$ cat src/rtl/sram_access_ctrl_if.sv
// MEM-stage request/response and external SRAM pins for sram_access_ctrl.
// slave = the controller itself; master = pipeline plus SRAM side.
interface sram_access_ctrl_if #(
   parameter int ADDR_W = 18,
   parameter int DATA_W = 32
);
   logic              MEM_R_en;
   logic              MEM_W_en;
   logic [31:0]       address;
   logic [DATA_W-1:0] write_data;
   logic [DATA_W-1:0] read_data;
   logic              ready;
   logic [ADDR_W-1:0] sram_addr;
   logic [DATA_W-1:0] sram_wdata;
   logic [DATA_W-1:0] sram_rdata;
   logic              sram_we_n;
   logic              sram_oe_n;

   modport slave (
      input  MEM_R_en, MEM_W_en, address, write_data, sram_rdata,
      output read_data, ready, sram_addr, sram_wdata, sram_we_n, sram_oe_n
   );

   modport master (
      output MEM_R_en, MEM_W_en, address, write_data, sram_rdata,
      input  read_data, ready, sram_addr, sram_wdata, sram_we_n, sram_oe_n
   );
endinterface

$ cat src/rtl/sram_access_ctrl.sv
// Multi-cycle single-port SRAM sequencer for the MEM stage; freezes the
// pipeline through ready while strobes are held for WAIT_CYCLES cycles.
//
// state  | meaning
// IDLE   | no access; ready follows absence of request, request latched here
// ACCESS | strobes held, cnt counts 0..WAIT_CYCLES-1, ready low
// DONE   | access finished, ready high one cycle, requests ignored
module sram_access_ctrl #(
   parameter int ADDR_W      = 18,
   parameter int DATA_W      = 32,
   parameter int WAIT_CYCLES = 5
) (
   input logic                clk,
   input logic                rst,
   sram_access_ctrl_if.slave  bus
);
   typedef enum logic [1:0] {
      IDLE   = 2'd0,
      ACCESS = 2'd1,
      DONE   = 2'd2
   } state_t;

   localparam logic [3:0] CNT_LAST = 4'(WAIT_CYCLES - 1);

   state_t            state_q, state_d;
   logic [3:0]        cnt_q, cnt_d;
   logic              op_wr_q, op_wr_d;
   logic [ADDR_W-1:0] sram_addr_q, sram_addr_d;
   logic [DATA_W-1:0] sram_wdata_q, sram_wdata_d;
   logic [DATA_W-1:0] read_data_q, read_data_d;
   logic              we_n_q, we_n_d;
   logic              oe_n_q, oe_n_d;
   logic              req;

   assign req = bus.MEM_R_en | bus.MEM_W_en;

   always_ff @(posedge clk or negedge rst) begin
      if (!rst) begin
         state_q      <= IDLE;
         cnt_q        <= '0;
         op_wr_q      <= 1'b0;
         sram_addr_q  <= '0;
         sram_wdata_q <= '0;
         read_data_q  <= '0;
         we_n_q       <= 1'b1;
         oe_n_q       <= 1'b1;
      end else begin
         state_q      <= state_d;
         cnt_q        <= cnt_d;
         op_wr_q      <= op_wr_d;
         sram_addr_q  <= sram_addr_d;
         sram_wdata_q <= sram_wdata_d;
         read_data_q  <= read_data_d;
         we_n_q       <= we_n_d;
         oe_n_q       <= oe_n_d;
      end
   end

   always_comb begin
      state_d      = state_q;
      cnt_d        = cnt_q;
      op_wr_d      = op_wr_q;
      sram_addr_d  = sram_addr_q;
      sram_wdata_d = sram_wdata_q;
      read_data_d  = read_data_q;
      we_n_d       = we_n_q;
      oe_n_d       = oe_n_q;
      case (state_q)
         IDLE: begin
            if (req) begin
               // write wins when both enables are high
               state_d      = ACCESS;
               cnt_d        = '0;
               op_wr_d      = bus.MEM_W_en;
               sram_addr_d  = bus.address[ADDR_W+1:2];
               sram_wdata_d = bus.write_data;
               we_n_d       = ~bus.MEM_W_en;
               oe_n_d       = bus.MEM_W_en;
            end
         end
         ACCESS: begin
            cnt_d = cnt_q + 4'd1;
            if (cnt_q == CNT_LAST) begin
               state_d = DONE;
               we_n_d  = 1'b1;
               oe_n_d  = 1'b1;
               if (!op_wr_q) begin
                  read_data_d = bus.sram_rdata;
               end
            end
         end
         DONE:    state_d = IDLE;
         default: state_d = IDLE;
      endcase
   end

   always_comb begin
      bus.ready      = (state_q == DONE) || ((state_q == IDLE) && !req);
      bus.read_data  = read_data_q;
      bus.sram_addr  = sram_addr_q;
      bus.sram_wdata = sram_wdata_q;
      bus.sram_we_n  = we_n_q;
      bus.sram_oe_n  = oe_n_q;
   end
endmodule

$ cat src/flat_wrapper.sv
// flat-port wrapper written by rule: the top's interface ports become plain ports
module sram_access_ctrl_flat 
#(
   parameter int ADDR_W      = 18,
   parameter int DATA_W      = 32,
   parameter int WAIT_CYCLES = 5
)
  (clk, rst, bus_MEM_R_en, bus_MEM_W_en, bus_address, bus_write_data, bus_sram_rdata, bus_read_data, bus_ready, bus_sram_addr, bus_sram_wdata, bus_sram_we_n, bus_sram_oe_n);
  sram_access_ctrl_if #(.ADDR_W(ADDR_W), .DATA_W(DATA_W)) bus_i ();
  input logic clk;
  input logic rst;
  input wire logic [$bits(bus_i.MEM_R_en)-1:0] bus_MEM_R_en;
  input wire logic [$bits(bus_i.MEM_W_en)-1:0] bus_MEM_W_en;
  input wire logic [$bits(bus_i.address)-1:0] bus_address;
  input wire logic [$bits(bus_i.write_data)-1:0] bus_write_data;
  input wire logic [$bits(bus_i.sram_rdata)-1:0] bus_sram_rdata;
  output wire logic [$bits(bus_i.read_data)-1:0] bus_read_data;
  output wire logic [$bits(bus_i.ready)-1:0] bus_ready;
  output wire logic [$bits(bus_i.sram_addr)-1:0] bus_sram_addr;
  output wire logic [$bits(bus_i.sram_wdata)-1:0] bus_sram_wdata;
  output wire logic [$bits(bus_i.sram_we_n)-1:0] bus_sram_we_n;
  output wire logic [$bits(bus_i.sram_oe_n)-1:0] bus_sram_oe_n;
  assign bus_i.MEM_R_en = bus_MEM_R_en;
  assign bus_i.MEM_W_en = bus_MEM_W_en;
  assign bus_i.address = bus_address;
  assign bus_i.write_data = bus_write_data;
  assign bus_i.sram_rdata = bus_sram_rdata;
  assign bus_read_data = bus_i.read_data;
  assign bus_ready = bus_i.ready;
  assign bus_sram_addr = bus_i.sram_addr;
  assign bus_sram_wdata = bus_i.sram_wdata;
  assign bus_sram_we_n = bus_i.sram_we_n;
  assign bus_sram_oe_n = bus_i.sram_oe_n;
  sram_access_ctrl #(.ADDR_W(ADDR_W), .DATA_W(DATA_W), .WAIT_CYCLES(WAIT_CYCLES)) u_core (.clk(clk), .rst(rst), .bus(bus_i));
endmodule
$ cat config.mk
export PLATFORM = sky130hd
export DESIGN_NAME = sram_access_ctrl_flat
export DESIGN_NICKNAME = d
export VERILOG_FILES = /design/src/rtl/sram_access_ctrl_if.sv /design/src/rtl/sram_access_ctrl.sv /design/src/flat_wrapper.sv
export SDC_FILE = /design/constraint.sdc
export NUM_CORES = 1
export LEC_CHECK = 0
export ABC_AREA = 1
export CAP_MARGIN = 20
export CORE_ASPECT_RATIO = 1.2
export CORE_MARGIN = 1.5
export CORE_UTILIZATION = 36
export CTS_BUF_LIST = sky130_fd_sc_hd__clkbuf_8 sky130_fd_sc_hd__clkbuf_16
export CTS_CLUSTER_DIAMETER = 60
export DETAILED_ROUTE_END_ITERATION = 10
export GPL_TIMING_DRIVEN = 0
export HOLD_SLACK_MARGIN = 0.1
export PLACE_DENSITY = 0.76
export SETUP_SLACK_MARGIN = 0.5
export SYNTH_ARGS = -nofsm -noshare
export SYNTH_HDL_FRONTEND = slang
export SYNTH_SLANG_ARGS = --single-unit
$ cat constraint.sdc
create_clock -name clk -period 1.2 [get_ports clk]
set_input_delay 0.18 -clock clk [delete_from_list [all_inputs] [get_ports clk]]
set_output_delay 0.18 -clock clk [all_outputs]
set_load 0.05 [all_outputs]
==> run_results.csv <==
group,metric,value,unit
worst_setup_path,rr_worst_depth,7,
detailed_routing,routedWlPerCell,16.0,um
die,rows,40,
detailed_routing,ant_nets,0,
hold_path,min-delay-path-class,"in2async",
place,place_hpwl,7.41,mm
yosys,syn_nets,511,
power,peakVddDrop,1860,uV
power,p_leak,3.53,nW
finish,final_cells,787,
worst_setup_path,end_kind,"register",
finish,drive_gt1_share,56.1,%
global_route,grtUsageTotal,20.6,%
timing,skew,0.00499,ns
cts,cts_htree_levels,3,
yosys,yosysUniqueCellTypes,17,
flow_run,drv_cap,0,
yosys,avgSynthCellArea,9.03,sq um
cts,worstSkewPairLatency,0.34,ns
power,p_clk_share,10.9,%
timing,timing.hold.ws,-0.261,ns
power,pwr-share-comb,63.8,%
timing,finalMaxSlewViolations,0,
die,pin_count,185,
yosys,synthCells,409,
worst_setup_path,worst-path-max-fanout,7,
yosys,ys_warn_count,0,
timing,fmax,0.723,GHz
timing,finalCriticalPeriod,1.38,ns
worst_setup_path,ff2ff_setup_slack,-0.18,ns
detailed_routing,routed_wl,12.6,mm
power,p_sw_share,45.8,%
global_route,grt_pass1_wl,17.1,mm
power,pwr-share-seq,25.3,%
timing,finalSetupViolCount,93,
run_status,status,"finished, violations left",
cts,cts_buffers,9,
yosys,ys_top_cells_by_area,"dfrtp_1, nand2_1, nand3_1",
detailed_routing,vias_per_cell,4.87,
cts,root_buffer,"clkbuf_16",
timing,relSlewSlack,52.8,%
cts,cts_tree,"built",
finish,final_util,74.2,%
yosys,yosysSeqAreaShare,61.7,%
yosys,synth-edff-count,0,
die,start_util,36.9,%
yosys,post-synth-top-count-cell,"nand2_1",
die,die_area,10900,sq um
worst_setup_path,arrival,1.62,ns
yosys,synth-main-ff-cell,"dfrtp_1",
place,gp_congestion,0.754,
yosys,synthTopCellsByCount,"nand2_1, dfrtp_1, nand3_1",
timing,hold_viol,21,
detailed_routing,vias,3829,
global_route,grt_pass1_vias,3617,
cts,cts.clk_slew.worst_paths,0.06,ns
detailed_routing,drc_errors,0,
timing,tightest_slew,0.708,ns
worst_setup_path,rr_startpoint,"u_core.state_q[1]",
place,place_inst,706,
global_route,grt_max_degree,69,
run_status,violations,"hold timing, setup timing",
worst_setup_path,critical_path_required,1.44,ns
power,power_switching,0.0115,W
cts,cts_buffer_depth,2,
timing,rsz0062_at_grt,"yes",
finish,fillers,647,
die,die_h,114,um
timing,fin_ws,-0.183,ns
detailed_routing,firstDrtPassIters,4,
finish,diodes,0,
power,p_per_area,3390,nW/um^2
yosys,async_flop_share,100,%
finish,area_growth,101,%
timing,fin_crit_sh,115,%
worst_setup_path,crit_path_start_kind,"register",
global_route,antenna_found_initial,0,
die,core,10000,sq um
worst_setup_path,crit-reg2reg-capture,"u_core.bus.sram_wdata[27]",
yosys,synth_area_leader_cell,"dfrtp_1",
cts,clock-sinks,91,
yosys,synth_top_cell_area_share,60.3,%
finish,fin_nets,758,
worst_setup_path,path_class,"reg2reg",
yosys,synth.cell_area,3690,sq um
global_route,grt-ovfl-total,0,
power,p_int,0.0136,W
yosys,ys_ff_latch,91,
detailed_routing,drt-initial-drc-count,145,
place,numPortBuffers,170,
die,die_x,95.5,um
## worst max-delay path by stage
stage,startpoint,slack [ns],depth (start not counted),to
floorplan,u_core.cnt_q[1],-0.06,8,u_core.bus.read_data[10]
global route,u_core.state_q[1],-0.25,7,u_core.bus.read_data[25]
detailed placement,bus_MEM_W_en,-1.14,6,bus_ready
finish,u_core.state_q[1],-0.18,7,u_core.bus.sram_wdata[27]
global placement,rst,-3.67,1,u_core.bus.sram_wdata[17]
CTS,u_core.cnt_q[0],-0.13,8,u_core.bus.read_data[22]
## layout make-up
type / instances / area, sq um / share of cell area [%]
Tap cell: 126 / 158 / 2.12
Inverter: 8 / 30.0 / 0.405
Sequential cell: 91 / 2380 / 32.1
Buffer: 25 / 270 / 3.64
Multi-Input combinational cell: 285 / 1570 / 21.1
Clock buffer: 13 / 280 / 3.78
Timing Repair Buffer: 236 / 2720 / 36.7
Clock inverter: 3 / 12.5 / 0.169
## cell families (layout without fill, tap and decap cells)
| logic type | count (synthesis) | count (layout) | share of synthesized area (%) |
|---|---|---|---|
| flip-flops | 91 | 91 | 61.7 |
| AND/OR/NAND/NOR | 277 | 277 | 31.9 |
| buffers and inverters | 33 | 285 | 4.91 |
| adder cells (fa/ha/maj) | 2 | 2 | 0.678 |
| AO/OA/AOI/OAI | 6 | 6 | 0.813 |
## routing by layer
layer  share of wire, %  wire (um)  GRT usage (%)  vias to the layer above
li1                   -          -              -                     1807
met1                 38       4800           23.9                     1876
met2                 54       6790           35.3                      131
met3                6.1        769           5.20                       15
met4                1.8        229           9.71                        0
met5                  0          0              0                        -
## placed cells by master, fill, tap and decap left out, drive strengths merged
master and instances:
clkdlybuf4s50 82, ha 2, clkinv 1, or2 1, dfstp 2, nand3 87
buf 168, dlygate4sd2 2, clkbuf 22, nand2 185, nor2 4, o21ai 5
dfrtp 89, a21oi 1, inv 10
## power groups by stage
stage	clock network (W)	registers (W)	logic, W
after floorplan	0	0.0106	0.00288
after global placement	0	0.00571	0.0116
after detailed placement	0	0.00576	0.0118
after CTS	0.00279	0.00618	0.0134
after global routing	0.00293	0.00651	0.0169
final	0.00274	0.00638	0.0160
## state kept, by name, indices dropped and copies added, names as in the netlist
signal / count
u_core.bus.read_data: 32
u_core.bus.sram_addr: 18
u_core.bus.sram_oe_n: 1
u_core.bus.sram_wdata: 32
u_core.bus.sram_we_n: 1
u_core.cnt_q: 4
u_core.op_wr_q: 1
u_core.state_q: 2
## worst max-delay path, stage by stage (launching register included)
cell	delay, ns
dfrtp_1	0.41
buf_6	0.14
nor2_4	0.19
nand2_4	0.11
buf_8	0.16
clkbuf_16	0.16
nand2_2	0.05
nand2_1	0.04
## timing repair
action | in CTS | in global routing
gates cloned | 4 | 4
setup endpoints to repair | 176 | 176
resized for setup | 690 | 128
pin swaps | 8 | 20
buffers inserted | 23 | 34
endpoints found under the hold margin | 23 | 23
## per-stage QoR
stage / setup slack, ns / area (sq um) / hold slack, ns / setup TNS (ns) / power, W
detailed placement: -1.14 / 5740 / 0.111 / -39.66 / 0.0176
global placement: -3.67 / 5720 / 0.459 / -362.96 / 0.0173
global route: -0.251 / 7420 / -0.242 / -17.96 / 0.0263
floorplan: -0.0590 / 3860 / -0.116 / -1.86 / 0.0135
finish: -0.183 / 7420 / -0.261 / -11.69 / 0.0252
CTS: -0.133 / 6620 / -0.260 / -7.12 / 0.0224
Note: power is estimated with default switching activity, not from simulation.
